===== config.mk =====
export PLATFORM = sky130hd
export DESIGN_NAME = xbar_arb_nto1_flat
export DESIGN_NICKNAME = d
export VERILOG_FILES = /design/src/rtl/xbar_arb_nto1_if.sv /design/src/rtl/xbar_arb_nto1.sv /design/src/flat_wrapper.sv
export SDC_FILE = /design/constraint.sdc
export NUM_CORES = 1
export LEC_CHECK = 0
export ABC_AREA = 1
export BUFFER_PORTS_ARGS = -buffer_cell sky130_fd_sc_hd__buf_2
export CAP_MARGIN = 5
export CORE_AREA = 4 4 252 254
export DETAILED_ROUTE_END_ITERATION = 8
export DIE_AREA = 0 0 256 258
export PLACE_DENSITY_LB_ADDON = 0.2
export SETUP_SLACK_MARGIN = 0.2
export SLEW_MARGIN = 10
export SYNTH_ARGS = -nofsm -noshare
export SYNTH_HDL_FRONTEND = slang
export SYNTH_SLANG_ARGS = --single-unit

===== constraint.sdc =====
create_clock -name clk -period 2.74 [get_ports clk]
set_clock_uncertainty 0.1 [all_clocks]
set_input_delay 0.274 -clock clk [delete_from_list [all_inputs] [get_ports clk]]
set_output_delay 0.274 -clock clk [all_outputs]
set_load 0.005 [all_outputs]

===== src/rtl/xbar_arb_nto1_if.sv =====
// Bus bundle for the N-to-1 TileLink arbiter: per-master A/D channels plus the
// merged slave-side A/D channel. "master" is the surrounding fabric, "slave" the arbiter.
interface xbar_arb_nto1_if #(
  parameter int NUM_MASTERS  = 4,
  parameter int ADDR_WIDTH   = 32,
  parameter int DATA_WIDTH   = 32,
  parameter int SIZE_WIDTH   = 3,
  parameter int SRC_WIDTH    = 2,
  parameter int MIDX_W       = $clog2(NUM_MASTERS),
  parameter int SINK_WIDTH   = 1,
  parameter int OPCODE_WIDTH = 3,
  parameter int PARAM_WIDTH  = 3
);
  localparam int MASK_WIDTH = DATA_WIDTH / 8;
  localparam int WSRC       = SRC_WIDTH + MIDX_W;

  // master-side A
  logic [NUM_MASTERS-1:0]                   a_valid;
  logic [NUM_MASTERS-1:0]                   a_ready;
  logic [NUM_MASTERS-1:0][OPCODE_WIDTH-1:0] a_opcode;
  logic [NUM_MASTERS-1:0][PARAM_WIDTH-1:0]  a_param;
  logic [NUM_MASTERS-1:0][SIZE_WIDTH-1:0]   a_size;
  logic [NUM_MASTERS-1:0][SRC_WIDTH-1:0]    a_source;
  logic [NUM_MASTERS-1:0][ADDR_WIDTH-1:0]   a_address;
  logic [NUM_MASTERS-1:0][MASK_WIDTH-1:0]   a_mask;
  logic [NUM_MASTERS-1:0][DATA_WIDTH-1:0]   a_data;
  // master-side D
  logic [NUM_MASTERS-1:0]                   d_valid;
  logic [NUM_MASTERS-1:0]                   d_ready;
  logic [NUM_MASTERS-1:0][OPCODE_WIDTH-1:0] d_opcode;
  logic [NUM_MASTERS-1:0][PARAM_WIDTH-1:0]  d_param;
  logic [NUM_MASTERS-1:0][SIZE_WIDTH-1:0]   d_size;
  logic [NUM_MASTERS-1:0][SRC_WIDTH-1:0]    d_source;
  logic [NUM_MASTERS-1:0][SINK_WIDTH-1:0]   d_sink;
  logic [NUM_MASTERS-1:0][DATA_WIDTH-1:0]   d_data;
  logic [NUM_MASTERS-1:0]                   d_error;
  // slave-side A
  logic                    a_valid_out;
  logic                    a_ready_out;
  logic [OPCODE_WIDTH-1:0] a_opcode_out;
  logic [PARAM_WIDTH-1:0]  a_param_out;
  logic [SIZE_WIDTH-1:0]   a_size_out;
  logic [WSRC-1:0]         a_source_out;
  logic [ADDR_WIDTH-1:0]   a_address_out;
  logic [MASK_WIDTH-1:0]   a_mask_out;
  logic [DATA_WIDTH-1:0]   a_data_out;
  // slave-side D
  logic                    d_valid_in;
  logic                    d_ready_in;
  logic [OPCODE_WIDTH-1:0] d_opcode_in;
  logic [PARAM_WIDTH-1:0]  d_param_in;
  logic [SIZE_WIDTH-1:0]   d_size_in;
  logic [WSRC-1:0]         d_source_in;
  logic [SINK_WIDTH-1:0]   d_sink_in;
  logic [DATA_WIDTH-1:0]   d_data_in;
  logic                    d_error_in;
  logic                    drop_pulse;

  modport master (
    output a_valid, a_opcode, a_param, a_size, a_source, a_address, a_mask, a_data,
    input  a_ready,
    input  d_valid, d_opcode, d_param, d_size, d_source, d_sink, d_data, d_error,
    output d_ready,
    input  a_valid_out, a_opcode_out, a_param_out, a_size_out, a_source_out,
           a_address_out, a_mask_out, a_data_out,
    output a_ready_out,
    output d_valid_in, d_opcode_in, d_param_in, d_size_in, d_source_in, d_sink_in,
           d_data_in, d_error_in,
    input  d_ready_in, drop_pulse
  );

  modport slave (
    input  a_valid, a_opcode, a_param, a_size, a_source, a_address, a_mask, a_data,
    output a_ready,
    output d_valid, d_opcode, d_param, d_size, d_source, d_sink, d_data, d_error,
    input  d_ready,
    output a_valid_out, a_opcode_out, a_param_out, a_size_out, a_source_out,
           a_address_out, a_mask_out, a_data_out,
    input  a_ready_out,
    input  d_valid_in, d_opcode_in, d_param_in, d_size_in, d_source_in, d_sink_in,
           d_data_in, d_error_in,
    output d_ready_in, drop_pulse
  );
endinterface


===== src/rtl/xbar_arb_nto1.sv =====
// N-to-1 TileLink A-channel arbiter with grant locking, source widening,
// per-master outstanding caps and index-routed D responses.

module xbar_arb_nto1_ocnt #(
  parameter int MAX_OUTSTANDING = 4
) (
  input  logic clk,
  input  logic reset,
  input  logic i_inc,
  input  logic i_dec,
  output logic o_full
);
  localparam int CW = $clog2(MAX_OUTSTANDING + 1);
  logic [CW-1:0] r_cnt;

  always_ff @(posedge clk) begin
    if (reset)                                          r_cnt <= '0;
    else if (i_inc && !i_dec && r_cnt < CW'(MAX_OUTSTANDING)) r_cnt <= r_cnt + CW'(1);
    else if (i_dec && !i_inc && r_cnt != '0)            r_cnt <= r_cnt - CW'(1);
  end

  assign o_full = (r_cnt >= CW'(MAX_OUTSTANDING));
endmodule

module xbar_arb_nto1 #(
  parameter int NUM_MASTERS     = 4,
  parameter int ADDR_WIDTH      = 32,
  parameter int DATA_WIDTH      = 32,
  parameter int SIZE_WIDTH      = 3,
  parameter int SRC_WIDTH       = 2,
  parameter int MIDX_W          = $clog2(NUM_MASTERS),
  parameter int SINK_WIDTH      = 1,
  parameter int OPCODE_WIDTH    = 3,
  parameter int PARAM_WIDTH     = 3,
  parameter int ARB_MODE        = 0,
  parameter int MAX_OUTSTANDING = 4
) (
  input  logic             clk,
  input  logic             reset,
  xbar_arb_nto1_if.slave   bus
);
  localparam int MASK_WIDTH = DATA_WIDTH / 8;
  localparam int LG_BYTES   = $clog2(MASK_WIDTH);
  localparam logic [OPCODE_WIDTH-1:0] OP_PUT_FULL = OPCODE_WIDTH'(0);
  localparam logic [OPCODE_WIDTH-1:0] OP_PUT_PART = OPCODE_WIDTH'(1);
  localparam logic [OPCODE_WIDTH-1:0] OP_ACK_DATA = OPCODE_WIDTH'(1);

  typedef enum logic [1:0] {S_IDLE, S_HOLD, S_BURST} state_t;

  function automatic logic [7:0] f_beats(input logic [SIZE_WIDTH-1:0] sz);
    if (int'(sz) <= LG_BYTES) return 8'd1;
    return 8'(32'd1 << (int'(sz) - LG_BYTES));
  endfunction

  function automatic logic [MIDX_W-1:0] f_next(input logic [MIDX_W-1:0] i);
    return (int'(i) == NUM_MASTERS - 1) ? '0 : i + MIDX_W'(1);
  endfunction

  function automatic int f_cand(input logic [MIDX_W-1:0] ptr, input int i);
    if (ARB_MODE == 1) return i;
    return (int'(ptr) + i) % NUM_MASTERS;
  endfunction

  state_t            r_state;
  logic [MIDX_W-1:0] r_lock, r_rr_ptr;
  logic [7:0]        r_beats_left, r_d_beats_left;

  logic [NUM_MASTERS-1:0] w_elig, w_full, w_inc, w_dec;
  logic                    w_any, w_sel_vld, w_hs, w_multi;
  logic [MIDX_W-1:0]       w_win, w_sel;
  logic [7:0]              w_a_beats;
  logic [OPCODE_WIDTH-1:0] w_a_opcode;
  logic [PARAM_WIDTH-1:0]  w_a_param;
  logic [SIZE_WIDTH-1:0]   w_a_size;
  logic [SRC_WIDTH-1:0]    w_a_src;
  logic [ADDR_WIDTH-1:0]   w_a_addr;
  logic [MASK_WIDTH-1:0]   w_a_mask;
  logic [DATA_WIDTH-1:0]   w_a_data;

  assign w_elig = bus.a_valid & ~w_full;

  always_comb begin
    w_any = 1'b0;
    w_win = '0;
    for (int i = 0; i < NUM_MASTERS; i++) begin
      if (!w_any && w_elig[f_cand(r_rr_ptr, i)]) begin
        w_any = 1'b1;
        w_win = MIDX_W'(f_cand(r_rr_ptr, i));
      end
    end
  end

  // Once a request is shown to the slave it stays locked until it handshakes.
  assign w_sel     = (r_state == S_IDLE) ? w_win : r_lock;
  assign w_sel_vld = (r_state == S_IDLE) ? w_any : bus.a_valid[r_lock];

  assign w_a_opcode = bus.a_opcode[w_sel];
  assign w_a_param  = bus.a_param[w_sel];
  assign w_a_size   = bus.a_size[w_sel];
  assign w_a_src    = bus.a_source[w_sel];
  assign w_a_addr   = bus.a_address[w_sel];
  assign w_a_mask   = bus.a_mask[w_sel];
  assign w_a_data   = bus.a_data[w_sel];

  assign bus.a_valid_out   = !reset && w_sel_vld;
  assign bus.a_opcode_out  = w_a_opcode;
  assign bus.a_param_out   = w_a_param;
  assign bus.a_size_out    = w_a_size;
  assign bus.a_source_out  = {w_sel, w_a_src};
  assign bus.a_address_out = w_a_addr;
  assign bus.a_mask_out    = w_a_mask;
  assign bus.a_data_out    = w_a_data;

  assign w_hs      = bus.a_valid_out && bus.a_ready_out;
  assign w_a_beats = f_beats(w_a_size);
  assign w_multi   = (w_a_opcode == OP_PUT_FULL || w_a_opcode == OP_PUT_PART) && (w_a_beats != 8'd1);

  always_comb begin
    for (int m = 0; m < NUM_MASTERS; m++) begin
      bus.a_ready[m] = !reset && bus.a_ready_out && (w_sel == MIDX_W'(m))
                       && (r_state != S_IDLE || w_any);
      w_inc[m]       = w_hs && (r_state != S_BURST) && (w_sel == MIDX_W'(m));
    end
  end

  always_ff @(posedge clk) begin
    if (reset) begin
      r_state      <= S_IDLE;
      r_lock       <= '0;
      r_rr_ptr     <= '0;
      r_beats_left <= '0;
    end else begin
      case (r_state)
        S_IDLE: if (w_any) begin
          r_lock <= w_win;
          if (!bus.a_ready_out) r_state <= S_HOLD;
          else if (w_multi) begin
            r_state      <= S_BURST;
            r_beats_left <= w_a_beats - 8'd1;
          end else r_rr_ptr <= f_next(w_win);
        end
        S_HOLD: if (w_hs) begin
          if (w_multi) begin
            r_state      <= S_BURST;
            r_beats_left <= w_a_beats - 8'd1;
          end else begin
            r_state  <= S_IDLE;
            r_rr_ptr <= f_next(r_lock);
          end
        end
        S_BURST: if (w_hs) begin
          r_beats_left <= r_beats_left - 8'd1;
          if (r_beats_left == 8'd1) begin
            r_state  <= S_IDLE;
            r_rr_ptr <= f_next(r_lock);
          end
        end
        default: r_state <= S_IDLE;
      endcase
    end
  end

  // D side: route by the master index carried in the widened source.
  logic [MIDX_W-1:0]     w_didx;
  logic                  w_d_inrange, w_d_hs, w_d_last;
  logic [7:0]            w_d_total;
  logic [SINK_WIDTH-1:0] w_d_sink;
  logic [SRC_WIDTH-1:0]  w_d_src;

  assign w_didx      = bus.d_source_in[SRC_WIDTH +: MIDX_W];
  assign w_d_inrange = {1'b0, w_didx} < (MIDX_W+1)'(NUM_MASTERS);
  assign w_d_sink    = bus.d_sink_in;
  assign w_d_src     = bus.d_source_in[SRC_WIDTH-1:0];

  assign bus.d_ready_in = !reset && (w_d_inrange ? bus.d_ready[w_didx] : 1'b1);
  assign bus.drop_pulse = !reset && bus.d_valid_in && !w_d_inrange;

  assign w_d_hs    = bus.d_valid_in && bus.d_ready_in;
  assign w_d_total = (bus.d_opcode_in == OP_ACK_DATA) ? f_beats(bus.d_size_in) : 8'd1;
  assign w_d_last  = (r_d_beats_left == 8'd0) ? (w_d_total == 8'd1) : (r_d_beats_left == 8'd1);

  always_comb begin
    for (int m = 0; m < NUM_MASTERS; m++) begin
      bus.d_valid[m]  = !reset && bus.d_valid_in && w_d_inrange && (w_didx == MIDX_W'(m));
      w_dec[m]        = w_d_hs && w_d_last && w_d_inrange && (w_didx == MIDX_W'(m));
      bus.d_opcode[m] = bus.d_opcode_in;
      bus.d_param[m]  = bus.d_param_in;
      bus.d_size[m]   = bus.d_size_in;
      bus.d_source[m] = w_d_src;
      bus.d_sink[m]   = w_d_sink;
      bus.d_data[m]   = bus.d_data_in;
      bus.d_error[m]  = bus.d_error_in;
    end
  end

  always_ff @(posedge clk) begin
    if (reset)                        r_d_beats_left <= '0;
    else if (w_d_hs) begin
      if (w_d_last)                   r_d_beats_left <= '0;
      else if (r_d_beats_left == '0)  r_d_beats_left <= w_d_total - 8'd1;
      else                            r_d_beats_left <= r_d_beats_left - 8'd1;
    end
  end

  xbar_arb_nto1_ocnt #(.MAX_OUTSTANDING(MAX_OUTSTANDING)) u_ocnt [NUM_MASTERS-1:0] (
    .clk    (clk),
    .reset  (reset),
    .i_inc  (w_inc),
    .i_dec  (w_dec),
    .o_full (w_full)
  );
endmodule


===== src/flat_wrapper.sv =====
// flat-port wrapper written by rule: the top's interface ports become plain ports
module xbar_arb_nto1_flat 
#(
  parameter int NUM_MASTERS     = 4,
  parameter int ADDR_WIDTH      = 32,
  parameter int DATA_WIDTH      = 32,
  parameter int SIZE_WIDTH      = 3,
  parameter int SRC_WIDTH       = 2,
  parameter int MIDX_W          = $clog2(NUM_MASTERS),
  parameter int SINK_WIDTH      = 1,
  parameter int OPCODE_WIDTH    = 3,
  parameter int PARAM_WIDTH     = 3,
  parameter int ARB_MODE        = 0,
  parameter int MAX_OUTSTANDING = 4
)
  (clk, reset, bus_a_valid, bus_a_opcode, bus_a_param, bus_a_size, bus_a_source, bus_a_address, bus_a_mask, bus_a_data, bus_a_ready, bus_d_valid, bus_d_opcode, bus_d_param, bus_d_size, bus_d_source, bus_d_sink, bus_d_data, bus_d_error, bus_d_ready, bus_a_valid_out, bus_a_opcode_out, bus_a_param_out, bus_a_size_out, bus_a_source_out, bus_a_address_out, bus_a_mask_out, bus_a_data_out, bus_a_ready_out, bus_d_valid_in, bus_d_opcode_in, bus_d_param_in, bus_d_size_in, bus_d_source_in, bus_d_sink_in, bus_d_data_in, bus_d_error_in, bus_d_ready_in, bus_drop_pulse);
  xbar_arb_nto1_if #(.NUM_MASTERS(NUM_MASTERS), .ADDR_WIDTH(ADDR_WIDTH), .DATA_WIDTH(DATA_WIDTH), .SIZE_WIDTH(SIZE_WIDTH), .SRC_WIDTH(SRC_WIDTH), .MIDX_W(MIDX_W), .SINK_WIDTH(SINK_WIDTH), .OPCODE_WIDTH(OPCODE_WIDTH), .PARAM_WIDTH(PARAM_WIDTH)) bus_i ();
  input  logic clk;
  input  logic reset;
  input wire logic [$bits(bus_i.a_valid)-1:0] bus_a_valid;
  input wire logic [$bits(bus_i.a_opcode)-1:0] bus_a_opcode;
  input wire logic [$bits(bus_i.a_param)-1:0] bus_a_param;
  input wire logic [$bits(bus_i.a_size)-1:0] bus_a_size;
  input wire logic [$bits(bus_i.a_source)-1:0] bus_a_source;
  input wire logic [$bits(bus_i.a_address)-1:0] bus_a_address;
  input wire logic [$bits(bus_i.a_mask)-1:0] bus_a_mask;
  input wire logic [$bits(bus_i.a_data)-1:0] bus_a_data;
  output wire logic [$bits(bus_i.a_ready)-1:0] bus_a_ready;
  output wire logic [$bits(bus_i.d_valid)-1:0] bus_d_valid;
  output wire logic [$bits(bus_i.d_opcode)-1:0] bus_d_opcode;
  output wire logic [$bits(bus_i.d_param)-1:0] bus_d_param;
  output wire logic [$bits(bus_i.d_size)-1:0] bus_d_size;
  output wire logic [$bits(bus_i.d_source)-1:0] bus_d_source;
  output wire logic [$bits(bus_i.d_sink)-1:0] bus_d_sink;
  output wire logic [$bits(bus_i.d_data)-1:0] bus_d_data;
  output wire logic [$bits(bus_i.d_error)-1:0] bus_d_error;
  input wire logic [$bits(bus_i.d_ready)-1:0] bus_d_ready;
  output wire logic [$bits(bus_i.a_valid_out)-1:0] bus_a_valid_out;
  output wire logic [$bits(bus_i.a_opcode_out)-1:0] bus_a_opcode_out;
  output wire logic [$bits(bus_i.a_param_out)-1:0] bus_a_param_out;
  output wire logic [$bits(bus_i.a_size_out)-1:0] bus_a_size_out;
  output wire logic [$bits(bus_i.a_source_out)-1:0] bus_a_source_out;
  output wire logic [$bits(bus_i.a_address_out)-1:0] bus_a_address_out;
  output wire logic [$bits(bus_i.a_mask_out)-1:0] bus_a_mask_out;
  output wire logic [$bits(bus_i.a_data_out)-1:0] bus_a_data_out;
  input wire logic [$bits(bus_i.a_ready_out)-1:0] bus_a_ready_out;
  input wire logic [$bits(bus_i.d_valid_in)-1:0] bus_d_valid_in;
  input wire logic [$bits(bus_i.d_opcode_in)-1:0] bus_d_opcode_in;
  input wire logic [$bits(bus_i.d_param_in)-1:0] bus_d_param_in;
  input wire logic [$bits(bus_i.d_size_in)-1:0] bus_d_size_in;
  input wire logic [$bits(bus_i.d_source_in)-1:0] bus_d_source_in;
  input wire logic [$bits(bus_i.d_sink_in)-1:0] bus_d_sink_in;
  input wire logic [$bits(bus_i.d_data_in)-1:0] bus_d_data_in;
  input wire logic [$bits(bus_i.d_error_in)-1:0] bus_d_error_in;
  output wire logic [$bits(bus_i.d_ready_in)-1:0] bus_d_ready_in;
  output wire logic [$bits(bus_i.drop_pulse)-1:0] bus_drop_pulse;
  assign bus_i.a_valid = bus_a_valid;
  assign bus_i.a_opcode = bus_a_opcode;
  assign bus_i.a_param = bus_a_param;
  assign bus_i.a_size = bus_a_size;
  assign bus_i.a_source = bus_a_source;
  assign bus_i.a_address = bus_a_address;
  assign bus_i.a_mask = bus_a_mask;
  assign bus_i.a_data = bus_a_data;
  assign bus_a_ready = bus_i.a_ready;
  assign bus_d_valid = bus_i.d_valid;
  assign bus_d_opcode = bus_i.d_opcode;
  assign bus_d_param = bus_i.d_param;
  assign bus_d_size = bus_i.d_size;
  assign bus_d_source = bus_i.d_source;
  assign bus_d_sink = bus_i.d_sink;
  assign bus_d_data = bus_i.d_data;
  assign bus_d_error = bus_i.d_error;
  assign bus_i.d_ready = bus_d_ready;
  assign bus_a_valid_out = bus_i.a_valid_out;
  assign bus_a_opcode_out = bus_i.a_opcode_out;
  assign bus_a_param_out = bus_i.a_param_out;
  assign bus_a_size_out = bus_i.a_size_out;
  assign bus_a_source_out = bus_i.a_source_out;
  assign bus_a_address_out = bus_i.a_address_out;
  assign bus_a_mask_out = bus_i.a_mask_out;
  assign bus_a_data_out = bus_i.a_data_out;
  assign bus_i.a_ready_out = bus_a_ready_out;
  assign bus_i.d_valid_in = bus_d_valid_in;
  assign bus_i.d_opcode_in = bus_d_opcode_in;
  assign bus_i.d_param_in = bus_d_param_in;
  assign bus_i.d_size_in = bus_d_size_in;
  assign bus_i.d_source_in = bus_d_source_in;
  assign bus_i.d_sink_in = bus_d_sink_in;
  assign bus_i.d_data_in = bus_d_data_in;
  assign bus_i.d_error_in = bus_d_error_in;
  assign bus_d_ready_in = bus_i.d_ready_in;
  assign bus_drop_pulse = bus_i.drop_pulse;
  xbar_arb_nto1 #(.NUM_MASTERS(NUM_MASTERS), .ADDR_WIDTH(ADDR_WIDTH), .DATA_WIDTH(DATA_WIDTH), .SIZE_WIDTH(SIZE_WIDTH), .SRC_WIDTH(SRC_WIDTH), .MIDX_W(MIDX_W), .SINK_WIDTH(SINK_WIDTH), .OPCODE_WIDTH(OPCODE_WIDTH), .PARAM_WIDTH(PARAM_WIDTH), .ARB_MODE(ARB_MODE), .MAX_OUTSTANDING(MAX_OUTSTANDING)) u_core (.clk(clk), .reset(reset), .bus(bus_i));
endmodule

After elaboration in Yosys (flattened, before gate mapping)
Cells that the tools add are included.
{"block": "totals", "out_inout_bits": 272, "input_bits": 375, "wordCells": 242, "register_bits": 34}
{"block": "op_classes", "n_mux": 81, "n_addsub": 19, "bitwise": 5, "n_lt_le_gt_ge": 17, "n_shift": 2, "n_reduce_logical": 84, "eq_ne": 25}
{"cell": "$bmux 32 s2", "n": 2}
{"cell": "$mux 8", "n": 12}
{"cell": "$mux 32", "n": 2}
{"cell": "$shl 1x32->8 const A", "n": 2}
{"cell": "$logic_and 1x1->1", "n": 48}
{"cell": "$mux 2", "n": 22}
{"cell": "$mux 3", "n": 11}
{"cell": "$sub 8x1->8 const B", "n": 4}
{"cell": "$eq 8x1->1 const B", "n": 3}
{"cell": "$pmux 8 s3", "n": 1}
{"cell": "$bmux 3 s2", "n": 3}
{"cell": "$mux 1", "n": 17}
{"cell": "$reduce_bool 3->1", "n": 5}
{"cell": "$add 3x1->3 const B", "n": 4}
{"cell": "$bmux 1 s2", "n": 6}
{"cell": "$ge 3x3->1 const B", "n": 4}
{"cell": "$logic_not 1->1", "n": 12}
{"cell": "$lt 2x3->1 const B", "n": 4}
{"cell": "$lt 3x3->1 const B", "n": 4}
{"cell": "$lt 3x4->1 const B", "n": 3}
{"cell": "$pmux 2 s3", "n": 2}
{"cell": "$sub 3x1->3 const B", "n": 4}
{"cell": "$eq 2x1->1 const B", "n": 5}
{"cell": "$eq 2x2->1 const B", "n": 5}
{"cell": "24 further kinds", "n": 48}

Depth between registers and ports, before layout
{"block": "depth", "depth_word": 27, "depth_mapped": 27, "mapped_depth_nobuf": 26}

Modules after synthesis
Synthesis repeated with hierarchy kept, for this count alone.
{"block": "unflattened", "cells_unflattened": 1031, "area_unflattened_um2": 6359.8}
{"mod": "xbar_arb_nto1", "cells_per_inst": 915, "seq_area_each_um2": 440.4, "instances": 1, "area_each_um2": 5584.1}
{"mod": "xbar_arb_nto1_ocnt", "cells_per_inst": 29, "seq_area_each_um2": 60.1, "instances": 4, "area_each_um2": 193.9}

Worst setup path after synthesis
Ideal clock, no wire load.
{"block": "synth_timing", "path_type": "reg2reg", "start": "register u_core.r_rr_ptr[0]", "end": "register u_core.r_beats_left[1]", "required_time_ns": 2.525, "stages_incl_launch_ff": 25, "arrival_time_ns": 2.649, "path_slack_ns": -0.124, "cell_sequence": "dfxtp_1 -> buf_6 -> inv_4 -> nand2_1 -> nand2_2 -> nand3_2 -> nand2_4 -> nand2_1 -> nor2_2 -> nand2_2 -> nand3_1 -> nand2_2 -> nand3b_1 -> nand2_2 -> nor2_8 -> inv_1 -> ha_1 -> nand4_1 -> nand3_2 -> nand2_2 -> nand2_2 -> nand2_2 -> buf_6 -> a21oi_1 -> nor2_1"}
{"block": "synth_via", "elab_chain_cells": 24}
{"item": "start: declaration", "line_no": "xbar_arb_nto1.sv:65", "text": "logic [MIDX_W-1:0] r_lock, r_rr_ptr;"}
{"item": "start signal: assignment", "line_no": "xbar_arb_nto1.sv:140", "text": "end else r_rr_ptr <= f_next(w_win);"}
{"item": "start signal: assignment", "line_no": "xbar_arb_nto1.sv:148", "text": "r_rr_ptr <= f_next(r_lock);"}
{"item": "start signal: assignment", "line_no": "xbar_arb_nto1.sv:155", "text": "r_rr_ptr <= f_next(r_lock);"}
{"item": "$add 2x1->2 or $bmux 1 s2 (tied branches)", "line_no": "xbar_arb_nto1.sv:61, xbar_arb_nto1.sv:86"}
{"item": "$bmux 1 s2 or $mux 1 (tied branches)", "line_no": "xbar_arb_nto1.sv:86", "text": "if (!w_any && w_elig[f_cand(r_rr_ptr, i)]) begin"}
{"item": "$mux 1 (implied by the code)", "line_no": "xbar_arb_nto1.sv:86"}
{"item": "$mux 1 (implied by the code) or $logic_not 1->1 (tied branches)", "line_no": "xbar_arb_nto1.sv:86"}
{"item": "$logic_and 1x1->1", "line_no": "xbar_arb_nto1.sv:86"}
{"item": "$mux 1", "line_no": "xbar_arb_nto1.sv:86"}
{"item": "$logic_not 1->1", "line_no": "xbar_arb_nto1.sv:86"}
{"item": "$logic_and 1x1->1", "line_no": "xbar_arb_nto1.sv:86"}
{"item": "[... 7 more ...]"}
{"item": "via bus_a_size_out[1]", "line_no": "flat_wrapper.sv:41", "text": "output wire logic [$bits(bus_i.a_size_out)-1:0] bus_a_size_out;"}
{"item": "$sub 3x2->4 or $le 3x2->1 (tied branches)", "line_no": "xbar_arb_nto1.sv:52, xbar_arb_nto1.sv:51"}
{"item": "$shl 1x32->8 or $mux 1 (tied branches)", "line_no": "xbar_arb_nto1.sv:52, xbar_arb_nto1.sv:51"}
{"item": "$mux 8 (*)", "line_no": "xbar_arb_nto1.sv:52", "text": "return 8'(32'd1 << (int'(sz) - LG_BYTES));"}
{"item": "parallel branches: the longest is 2 deep, another holds $sub 8x1->8"}
{"item": "$mux 8 (*)", "line_no": "xbar_arb_nto1.sv:137, xbar_arb_nto1.sv:143"}
{"item": "$mux 8", "line_no": "xbar_arb_nto1.sv:136", "text": "if (!bus.a_ready_out) r_state <= S_HOLD;"}
{"item": "$mux 8", "line_no": "xbar_arb_nto1.sv:134", "text": "S_IDLE: if (w_any) begin"}
{"item": "$pmux 8 s3 (*)", "line_no": "xbar_arb_nto1.sv:133", "text": "case (r_state)"}
{"item": "end signal: assignment", "line_no": "xbar_arb_nto1.sv:139", "text": "r_beats_left <= w_a_beats - 8'd1;"}
{"item": "end signal: assignment", "line_no": "xbar_arb_nto1.sv:145", "text": "r_beats_left <= w_a_beats - 8'd1;"}
{"item": "end signal: assignment", "line_no": "xbar_arb_nto1.sv:152", "text": "r_beats_left <= r_beats_left - 8'd1;"}
{"item": "end: declaration", "line_no": "xbar_arb_nto1.sv:66", "text": "logic [7:0] r_beats_left, r_d_beats_left;"}
Mark *: on every way through the listed nets, which the timed path passes. The select of a mux whose other input is x is not followed.
A chain may end at the register's enable or synchronous reset.

Final worst setup path
{"block": "layout_timing", "start": "register u_core.r_rr_ptr[0]", "end": "output port bus_a_data_out[29]"}
{"block": "layout_via", "elab_chain_cells": 15}
{"item": "$add 2x1->2 or $bmux 1 s2 (tied branches)", "line_no": "xbar_arb_nto1.sv:61, xbar_arb_nto1.sv:86"}
{"item": "$bmux 1 s2 or $mux 1 (tied branches)", "line_no": "xbar_arb_nto1.sv:86"}
{"item": "$mux 1 (implied by the code)", "line_no": "xbar_arb_nto1.sv:86"}
{"item": "$mux 1 (implied by the code) or $logic_not 1->1 (tied branches)", "line_no": "xbar_arb_nto1.sv:86"}
{"item": "$logic_and 1x1->1", "line_no": "xbar_arb_nto1.sv:86"}
{"item": "$mux 1", "line_no": "xbar_arb_nto1.sv:86"}
{"item": "$logic_not 1->1", "line_no": "xbar_arb_nto1.sv:86"}
{"item": "$logic_and 1x1->1", "line_no": "xbar_arb_nto1.sv:86"}
{"item": "$mux 1", "line_no": "xbar_arb_nto1.sv:86"}
{"item": "$logic_not 1->1", "line_no": "xbar_arb_nto1.sv:86"}
{"item": "$logic_and 1x1->1", "line_no": "xbar_arb_nto1.sv:86"}
{"item": "$mux 2 (*)", "line_no": "xbar_arb_nto1.sv:86"}
{"item": "$mux 2 (*)", "line_no": "xbar_arb_nto1.sv:94", "text": "assign w_sel = (r_state == S_IDLE) ? w_win : r_lock;"}
{"item": "$bmux 32 s2 (*)", "line_no": "xbar_arb_nto1.sv:103", "text": "assign w_a_data = bus.a_data[w_sel];"}
{"item": "$mux 32 (implied by the code) (*)", "line_no": "xbar_arb_nto1.sv:103"}
{"item": "end: declaration", "line_no": "flat_wrapper.sv:45", "text": "output wire logic [$bits(bus_i.a_data_out)-1:0] bus_a_data_out;"}
Mark *: on every way between the ends. The rest lies on a longest branch, timed or not. The select of a mux whose other input is x is not followed.

==> metrics.md <==
| Metric | Value |
|---|---|
| Yosys warnings | 0 |
| Syn Nets | 1362 |
| Number of antenna violations at the first check in global routing | 8 |
| Flip-flop and latch count after synthesis | 34 |
| Count of buffers inserted at the top-level ports | 450 |
| Startpoint types | register |
| Netlist cell types | 45 |
| Core ar. | 0.0613 mm2 |
| Clock-pin slew on the worst setup and hold paths | 0.06 ns |
| Number of endpoints failing setup at the final stage | 94 |
| GR Util All Layers | 11.9% |
| Root Buffer | clkbuf_16 |
| F_max | 329 MHz |
| Final setup TNS | -19.56 ns |
| Iter 0 DRT Violations | 346 |
| Total Die Area | 0.0660 mm2 |
| Multi-input gate area in the final layout | 0.00468 mm2 |
| Run status | finished, violations left |
| Hold Crit Start | bus_a_ready_out |
| Max-slew violation count | 0 |
| Sequential-to-total area share from yosys stat | 11.1% |
| Average wire per cell in the routed design | 19.6 um |
| Worst Setup SP | u_core.r_rr_ptr[0] |
| Ratio of cells with drive above 1 in the final layout | 63.1% |
| Storage cell area | 686 um2 |
| Share of synthesized flip-flops with an asynchronous set or reset | 0% |
| Violations in the final reports | negative setup slack |
| Top-Level Pins | 647 |
| Most instantiated flip-flop cell in the synthesis netlist | dfxtp_1 |
| Number of fill cells | 7022 |
| Final Critical Period | 3.04 ns |
| Hold WC Path Type | in -> reg |
| Synth area leaders | buf_4, a22oi_1, nand2_1, dfxtp_1, nand3_1 |
| Hold buffers post-CTS | 0 |
| Synthesized area per cell | 6.34 um2 |
| Final Net Count | 1784 |
| Number of design rule violations left after detail routing | 0 |
| Number of vias after detailed routing | 8325 |
| Tightest Pin Transition | 0.699 ns |
| Slew Limit Headroom | 53.2% |
| Most common library cells after synthesis | nand2_1, buf_4, a22oi_1 |
| Initial standard-cell utilization of the core | 10.0% |
| Max-capacitance violation count | 0 |
| Via density | 3.81 |
| Routed Antenna Nets | 0 |
| Vias in the first global route | 8681 |
| Element type at the critical path end | output pin |
| Largest net degree at the start of global routing | 25 |
| EDFF count, synth | 0 |
| Detailed-placement wirelength estimate | 30.1 mm |
| Overall overflow remaining after global route | 0 |
| R2r startpoint | u_core.r_rr_ptr[0] |
| Leading area contributor after synthesis | buf_4 |
| TritonCTS buffer count | 5 |
| Most common cell in the synthesized netlist | nand2_1 |
| Site row count | 91 |
| Setup WS post-layout | -0.302 ns |
| Final Cycle Share | 111% |
| Clock tree from TritonCTS | done |
| Synth top area share | 22.5% |
| CP arrival | 2.67 ns |
| Final Hold Viols | 0 |
| CP max FO | 8 |
| Type of the worst setup path | reg -> out |
| Drt first pass iters | 5 |
| Mapped Cells | 969 |
| Final instance area | 0.0114 mm2 |
| Global-route wire length before repair | 58.2 mm |
| CTS sink count | 34 |
| Floorplan die height | 258 um |
| Buffer depth of the longest clock path | 2 |
| Post-DP Area | 0.00892 mm2 |
| CP required | 2.37 ns |
| Summed instance area of the synthesized netlist | 0.00614 mm2 |
| Area growth, synth to finish | 85.2% |
| Die outline width | 256 um |
| Unrepaired setup endpoints after global routing | true |
| Gpl congestion | 0.927 |
| Worst skew pair latency | 0.29 ns |
| WL final | 42.8 mm |
| Level count of the clock H-tree | 2 |
==> sequential cells by signal, indices dropped and copies added, names as in the netlist <==
name and flops:
u_core.u_ocnt.r_cnt 12, u_core.r_beats_left 8, u_core.r_d_beats_left 8, u_core.r_lock 2
u_core.r_rr_ptr 2, u_core.r_state 2
==> cells by family (layout without fill, tap and decap cells) <==
| logic type | count (synthesis) | in the layout | synth area share [%] |
|---|---|---|---|
| adders and majority gates | 18 | 18 | 4.16 |
| DFF | 34 | 34 | 11.1 |
| AOI/OAI and AO/OA | 223 | 223 | 24.4 |
| and+or+nand+nor | 400 | 400 | 30.5 |
| xor gates and xnor gates | 4 | 4 | 0.571 |
| other | 1 | 4 | 0.0611 |
| buffers and inverters | 289 | 712 | 29.2 |
==> routing by layer <==
layer,up-vias,wire [um],global-route usage [%]
li1,4010,-,-
met1,3871,18400,15.0
met2,390,20400,20.0
met3,54,2540,2.71
met4,0,1390,3.90
met5,-,0,0
==> critical path, stage by stage (launching register included) <==
cell	delay [ns]
dfxtp_2	0.33
buf_12	0.14
inv_12	0.08
nand2_4	0.05
nand2_4	0.09
nand3_4	0.07
nand2_4	0.08
nor2_1	0.05
nor2_1	0.11
nand2_2	0.10
nand2_2	0.08
nand2_2	0.06
nand2_4	0.12
nor2_4	0.05
buf_12	0.14
buf_16	0.15
buf_12	0.14
clkbuf_16	0.15
a22oi_2	0.13
nand3_1	0.08
buf_2	0.13
==> final timing paths <==
| check | to | slack, ns | depth (start not counted) |
|---|---|---|---|
| worst min-delay path | u_core.r_state[0] | 0.32 | 4 |
| worst min register to register | u_core.r_d_beats_left[6] | 0.39 | 2 |
| worst max register to register | u_core.r_beats_left[6] | -0.28 | 25 |
| worst max-delay path | bus_a_data_out[29] | -0.30 | 20 |
==> final cells by class <==
type	count	area share, %
Tap cell	790	8.69
Clock buffer	7	1.25
Timing Repair Buffer	636	40.4
Clock inverter	1	0.0440
Sequential cell	34	6.03
Inverter	68	2.40
Antenna cell	3	0.0660
Multi-Input combinational cell	646	41.2
==> per-stage QoR <==
step / hold WS (ns) / util, % / instances / worst slack, ns
2_1_floorplan: 0.352 / - / 969 / -0.0244
3_3_place_gp: 0.375 / 14.6 / 2110 / -0.407
3_5_place_dp: 0.380 / 14.6 / 2110 / -0.384
4_1_cts: 0.310 / 17.7 / 2169 / -0.314
5_1_grt: 0.344 / 18.6 / 2184 / -0.474
6_report: 0.320 / 18.6 / 2185 / -0.302
==> what timing repair did <==
item,4_1_cts,5_1_grt
pin swaps,58,56
setup buffers,29,10
endpoints found under the setup margin,104,110
resized for setup,210,82
cloned,22,3
==> cell usage in the layout, fill, tap and decap left out, drive strengths merged, types with 4 or more instances in the layout <==
master	count
nor2	65
nand2	226
nor4	4
nor3	18
a21oi	44
and3	5
nand3	70
a22oi	129
dfxtp	34
ha	14
o21ai	30
clkbuf	10
buf	630
o311ai	4
nand4	7
fa	4
inv	66
Power is not shown: default switching activity piles up to over one toggle a cycle in this logic, so the estimate is an artifact.
